`src/rtl/fused_window_pipe.sv`:
```
// Fused two-stage sliding-window pipe: a windowed sum (stage 1) feeds a windowed max (stage 2)
// in one pass over an input memory, writing results to an output memory with sink backpressure.
module fused_window_pipe #(
   parameter int WIDTH  = 32,
   parameter int DEPTH  = 64,
   parameter int AW     = 6,
   parameter int WIN    = 2,
   parameter int SIGNED = 0
) (
   input  logic             clk,
   input  logic             rst_n,
   input  logic             tstart,
   output logic [AW-1:0]    in_addr,
   output logic             in_rd_en,
   input  logic [WIDTH-1:0] in_rd_data,
   output logic [AW-1:0]    out_addr,
   output logic             out_wr_en,
   output logic [WIDTH-1:0] out_wr_data,
   input  logic             out_ready,
   output logic             busy,
   output logic             tdone
);

   if ((1 << AW) < DEPTH) begin : g_aw_check
      $error("fused_window_pipe: 2**AW must be at least DEPTH");
   end
   if (WIN < 2 || WIN > 4) begin : g_win_check
      $error("fused_window_pipe: WIN must be in 2..4");
   end

   typedef enum logic [1:0] {IDLE, RUN, DRAIN, DONE} state_t;

   localparam logic [AW-1:0] LAST_ADDR  = AW'(DEPTH - 1);
   localparam logic [AW-1:0] FIRST_WRITE = AW'(2 * (WIN - 1));

   state_t            state, state_next;
   logic [AW-1:0]     rd_cnt, proc_cnt;
   logic              rd_valid, skid_valid;
   logic [WIDTH-1:0]  skid_data;
   logic [WIDTH-1:0]  x_hist [WIN-1];
   logic [WIDTH-1:0]  y_hist [WIN-1];
   logic              start, src_valid, out_free, advance, last_write;
   logic [WIDTH-1:0]  src_data, y1, y2;

   function automatic logic greater(input logic [WIDTH-1:0] a, input logic [WIDTH-1:0] b);
      if (SIGNED != 0) return $signed(a) > $signed(b);
      else             return a > b;
   endfunction

   // A word is consumed from the skid register first, otherwise straight off the read bus.
   assign start      = (state == IDLE) && tstart;
   assign in_rd_en   = (state == RUN) && out_ready;
   assign in_addr    = rd_cnt;
   assign busy       = (state != IDLE);
   assign tdone      = (state == DONE);
   assign src_valid  = skid_valid || rd_valid;
   assign src_data   = skid_valid ? skid_data : in_rd_data;
   assign out_free   = !out_wr_en || out_ready;
   assign advance    = src_valid && out_free;
   assign last_write = out_wr_en && out_ready && (out_addr == LAST_ADDR);

   always_comb begin
      y1 = src_data;
      for (int k = 0; k < WIN - 1; k++) y1 = y1 + x_hist[k];
      y2 = y1;
      for (int k = 0; k < WIN - 1; k++) begin
         if (greater(y_hist[k], y2)) y2 = y_hist[k];
      end
   end

   always_ff @(posedge clk or negedge rst_n) begin
      if (!rst_n) state <= IDLE;
      else        state <= state_next;
   end

   always_comb begin
      state_next = state;
      case (state)
         IDLE:    if (tstart) state_next = RUN;
         RUN:     if (in_rd_en && (rd_cnt == LAST_ADDR)) state_next = DRAIN;
         DRAIN:   if (last_write) state_next = DONE;
         DONE:    state_next = IDLE;
         default: state_next = IDLE;
      endcase
   end

   // Reads are only issued while the sink is ready, so at most one response can land in a stall.
   always_ff @(posedge clk or negedge rst_n) begin
      if (!rst_n) begin
         rd_cnt      <= '0;
         proc_cnt    <= '0;
         rd_valid    <= 1'b0;
         skid_valid  <= 1'b0;
         skid_data   <= '0;
         out_wr_en   <= 1'b0;
         out_addr    <= '0;
         out_wr_data <= '0;
         for (int k = 0; k < WIN - 1; k++) begin
            x_hist[k] <= '0;
            y_hist[k] <= '0;
         end
      end else if (start) begin
         rd_cnt     <= '0;
         proc_cnt   <= '0;
         rd_valid   <= 1'b0;
         skid_valid <= 1'b0;
         out_wr_en  <= 1'b0;
         for (int k = 0; k < WIN - 1; k++) begin
            x_hist[k] <= '0;
            y_hist[k] <= '0;
         end
      end else begin
         rd_valid <= in_rd_en;
         if (in_rd_en) rd_cnt <= rd_cnt + 1'b1;
         if (advance) begin
            proc_cnt    <= proc_cnt + 1'b1;
            out_wr_en   <= (proc_cnt >= FIRST_WRITE);
            out_addr    <= proc_cnt;
            out_wr_data <= y2;
            x_hist[0]   <= src_data;
            y_hist[0]   <= y1;
            for (int k = 1; k < WIN - 1; k++) begin
               x_hist[k] <= x_hist[k-1];
               y_hist[k] <= y_hist[k-1];
            end
            if (skid_valid) begin
               skid_valid <= rd_valid;
               skid_data  <= in_rd_data;
            end
         end else begin
            if (rd_valid) begin
               skid_valid <= 1'b1;
               skid_data  <= in_rd_data;
            end
            if (out_ready) out_wr_en <= 1'b0;
         end
      end
   end

endmodule

```
`config.mk`:
```
export PLATFORM = sky130hd
export DESIGN_NAME = fused_window_pipe
export DESIGN_NICKNAME = d
export VERILOG_FILES = /design/src/rtl/fused_window_pipe.sv
export SDC_FILE = /design/constraint.sdc
export NUM_CORES = 1
export LEC_CHECK = 0
export ABC_AREA = 1
export CORE_ASPECT_RATIO = 0.9
export CORE_MARGIN = 2
export CORE_UTILIZATION = 55
export CTS_CLUSTER_DIAMETER = 40
export DETAILED_ROUTE_END_ITERATION = 6
export PLACE_DENSITY = 0.78
export SLEW_MARGIN = 20
export SYNTH_ARGS = -nofsm -noshare
export SYNTH_HDL_FRONTEND = slang
export SYNTH_SLANG_ARGS = --single-unit
```
`constraint.sdc`:
```
create_clock -name clk -period 6.5 [get_ports clk]
set_clock_uncertainty 0.15 [all_clocks]
set_input_delay 1.95 -clock clk [delete_from_list [all_inputs] [get_ports clk]]
set_output_delay 1.95 -clock clk [all_outputs]
set_load 0.01 [all_outputs]
```
==> metrics.cfg <==
[place]
gp_congestion=0.899
hpwl_um=15400
port-buffer-count=83

[run_status]
status=finished, final reports clean

[grt]
grt_antenna_before_repair=0
overflow=0
track_usage_pct=25.9
grt_pass1_wl_um=37300
grt_max_degree=67
first_global_vias=7737

[synthesis]
synth_warnings=0
synth_top_area_share_pct=41.7
netlist_area_sq_um=9060
syn_area_per_cell_sq_um=7.69
ys_types=40
syn_nets=1283
ys_seq_area_share_pct=41.7
syn-instance-count=1177
yosys-top-cells-area=dfrtp_1 (42%), nand2_1 (14%), ha_1 (9.5%)
ys_ff_latch=151
yosys.area.top_type=dfrtp_1

[sta]
rsz0062_at_grt=no
setup_viol=0
final_max_slew_viol_count=0
worst_pin_slew_ns=0.826
hold_viol=0
fin_crit_ns=6.12
tns_ns=0
relSlewSlack_pct=44.9
fmax_mhz=163
timing.final.crit_share_pct=94.2

[run]
maxCapViolations=0

[die]
rows=44
die_w_um=139
die_area_sq_um=17500
start_util_pct=56.1
core_sq_um=16100
fp.dieH_um=126
io_pins=84

[finish]
fin_util_pct=67.4
nNetsFinal=1373
antennaDiodeCount=0
area_growth_pct=20.1
drive_above_1_share_pct=7.11

[worst_setup_path]
crit_type=input port to register
slowest_stage=clkdlybuf4s50_1
start_kind=input port
crit_top_cell=nand2_1
endpoint_kind=register
required_ns=6.71
crit_arrival_ns=6.33
cp_max_fo=19
cp_slowest_stage_delay_ns=0.45

[detailed_routing]
wirelength_um=21600
wire_per_inst_um=14.5
dr.pass1.iters=5
remaining_drc_errors=0
ant_nets=0
vias=8157
initialDrtViolationCount=521
via_per_inst=5.49

[clocking]
root_buffer=clkbuf_16
cts_num_sinks=151
numCtsBuffers=17
tritoncts=yes
post_cts_buffers=0
clk_latency_ns=0.43
htreeDepth=4
clkTransAtPathRegs_ns=0.06
clockBufferDepth=2

[power_and_ir_drop]
power_density_nw_per_um2=507
p_leak_uw=0.00554
peakVddDrop_mv=0.279

[worst_hold_path]
hp-class=register to register

[registers in the layout, indices dropped and copies added (netlist names), 2 cells and up]
register	flops
y_hist	32
out_addr	6
skid_data	32
proc_cnt	6
x_hist	32
state	2
in_addr	6
out_wr_data	32
[where the power goes]
group | switching [uW] | internal (uW)
registers | 239 | 1330
logic | 1680 | 1200
clock network | 375 | 688
[critical path: cells and delay by family]
kind,cells,cell delay (ns)
AO/OA/AOI/OAI,4,0.81
adder cells (fa/ha/maj),2,0.68
buffers and inverters,4,0.82
AND/OR/NAND/NOR,15,2.06
[synth_stat cells, drive strengths merged]
master and count:
inv 137, a31o 4, nor2 46, o21a 1, and2 1, nand4 11
a21boi 1, and3 2, a21oi 55, nor4 2, ha 69, a211oi 2
clkbuf 31, a31oi 2, o21bai 7, nor3 13, o22ai 34, a221oi 1
o211ai 3, nand3 121, nor3b 1, fa 1, xnor2 17, nand2 345
xor2 12, o21ai 90, o32ai 1, dfrtp 151, buf 16
[layout make-up]
| cell class | count | area, sq um |
|---|---|---|
| clock buffers | 22 | 454 |
| clock inverters | 9 | 174 |
| fillers | 1325 | 5260 |
| inverters | 137 | 514 |
| multi-input cells | 842 | 4580 |
| flip-flops and latches | 151 | 3780 |
| well taps | 207 | 259 |
| repair buffers | 118 | 1120 |
[metrics by stage]
| stage | total power (uW) | std cells | hold WS (ns) | setup slack [ns] | cell area, sq um |
|---|---|---|---|---|---|
| 5_1_grt | 5980 | 1486 | 0.352 | 0.00951 | 10900 |
| 3_3_place_gp | 4310 | 1455 | 0.305 | 0.202 | 10200 |
| 2_1_floorplan | 3420 | 1177 | 0.284 | 0.995 | 9060 |
| 4_1_cts | 5500 | 1486 | 0.331 | 0.410 | 10900 |
| 3_5_place_dp | 4400 | 1455 | 0.316 | 0.0259 | 10200 |
| 6_report | 5510 | 1486 | 0.327 | 0.380 | 10900 |
[placed cells by master, fill, tap and decap left out, types with 3 or more instances in the layout]
cell             instances
nand2_1                340
dfrtp_1                151
inv_1                  131
nand3_1                119
o21ai_0                 88
clkdlybuf4s50_1         82
ha_1                    69
a21oi_1                 54
nor2_1                  41
o22ai_1                 34
buf_4                   33
xnor2_1                 17
clkbuf_16               17
nor3_1                  13
xor2_1                  12
nand4_1                 10
inv_2                    6
o21bai_1                 6
bufinv_16                5
a31o_2                   4
nor2_2                   4
clkbuf_1                 4
nand2_2                  3
o211ai_1                 3
clkinv_2                 3
[routing by layer]
layer | routed length, um | share of wire (%) | track usage [%] | up-vias
li1 | - | - | - | 4063
met1 | 10700 | 50 | 37.9 | 3810
met2 | 9530 | 44 | 39.9 | 263
met3 | 1090 | 5.0 | 4.98 | 21
met4 | 243 | 1.1 | 6.24 | 0
met5 | 0 | 0 | 0 | -
[final timing paths]
path	startpoint	end	slack (ns)	depth (start not counted)
max in group asynchronous	rst_n	x_hist[25]	3.89	2
min reg2reg	proc_cnt[4]	proc_cnt[4]	0.33	1
min in group asynchronous	rst_n	out_wr_data[8]	1.22	1
min	proc_cnt[4]	proc_cnt[4]	0.33	1
max	in_rd_data[8]	out_wr_data[12]	0.38	25
max reg2reg	skid_valid	out_wr_data[12]	1.37	26
[timing repair]
action,in CTS,in global routing
hold buffers,0,0
endpoints found under the hold margin,0,0
setup endpoints to repair,0,32
gates resized for setup,0,1
[cell families after synthesis]
group	after synthesis	share of synthesized area, %
XOR/XNOR	29	2.80
flip-flops	151	41.7
adder cells (fa/ha/maj)	70	9.75
AND/OR/NAND/NOR	542	25.4
AO/OA/AOI/OAI	201	12.4
buffers and inverters	184	7.96
(Power assumes the default switching activity.)
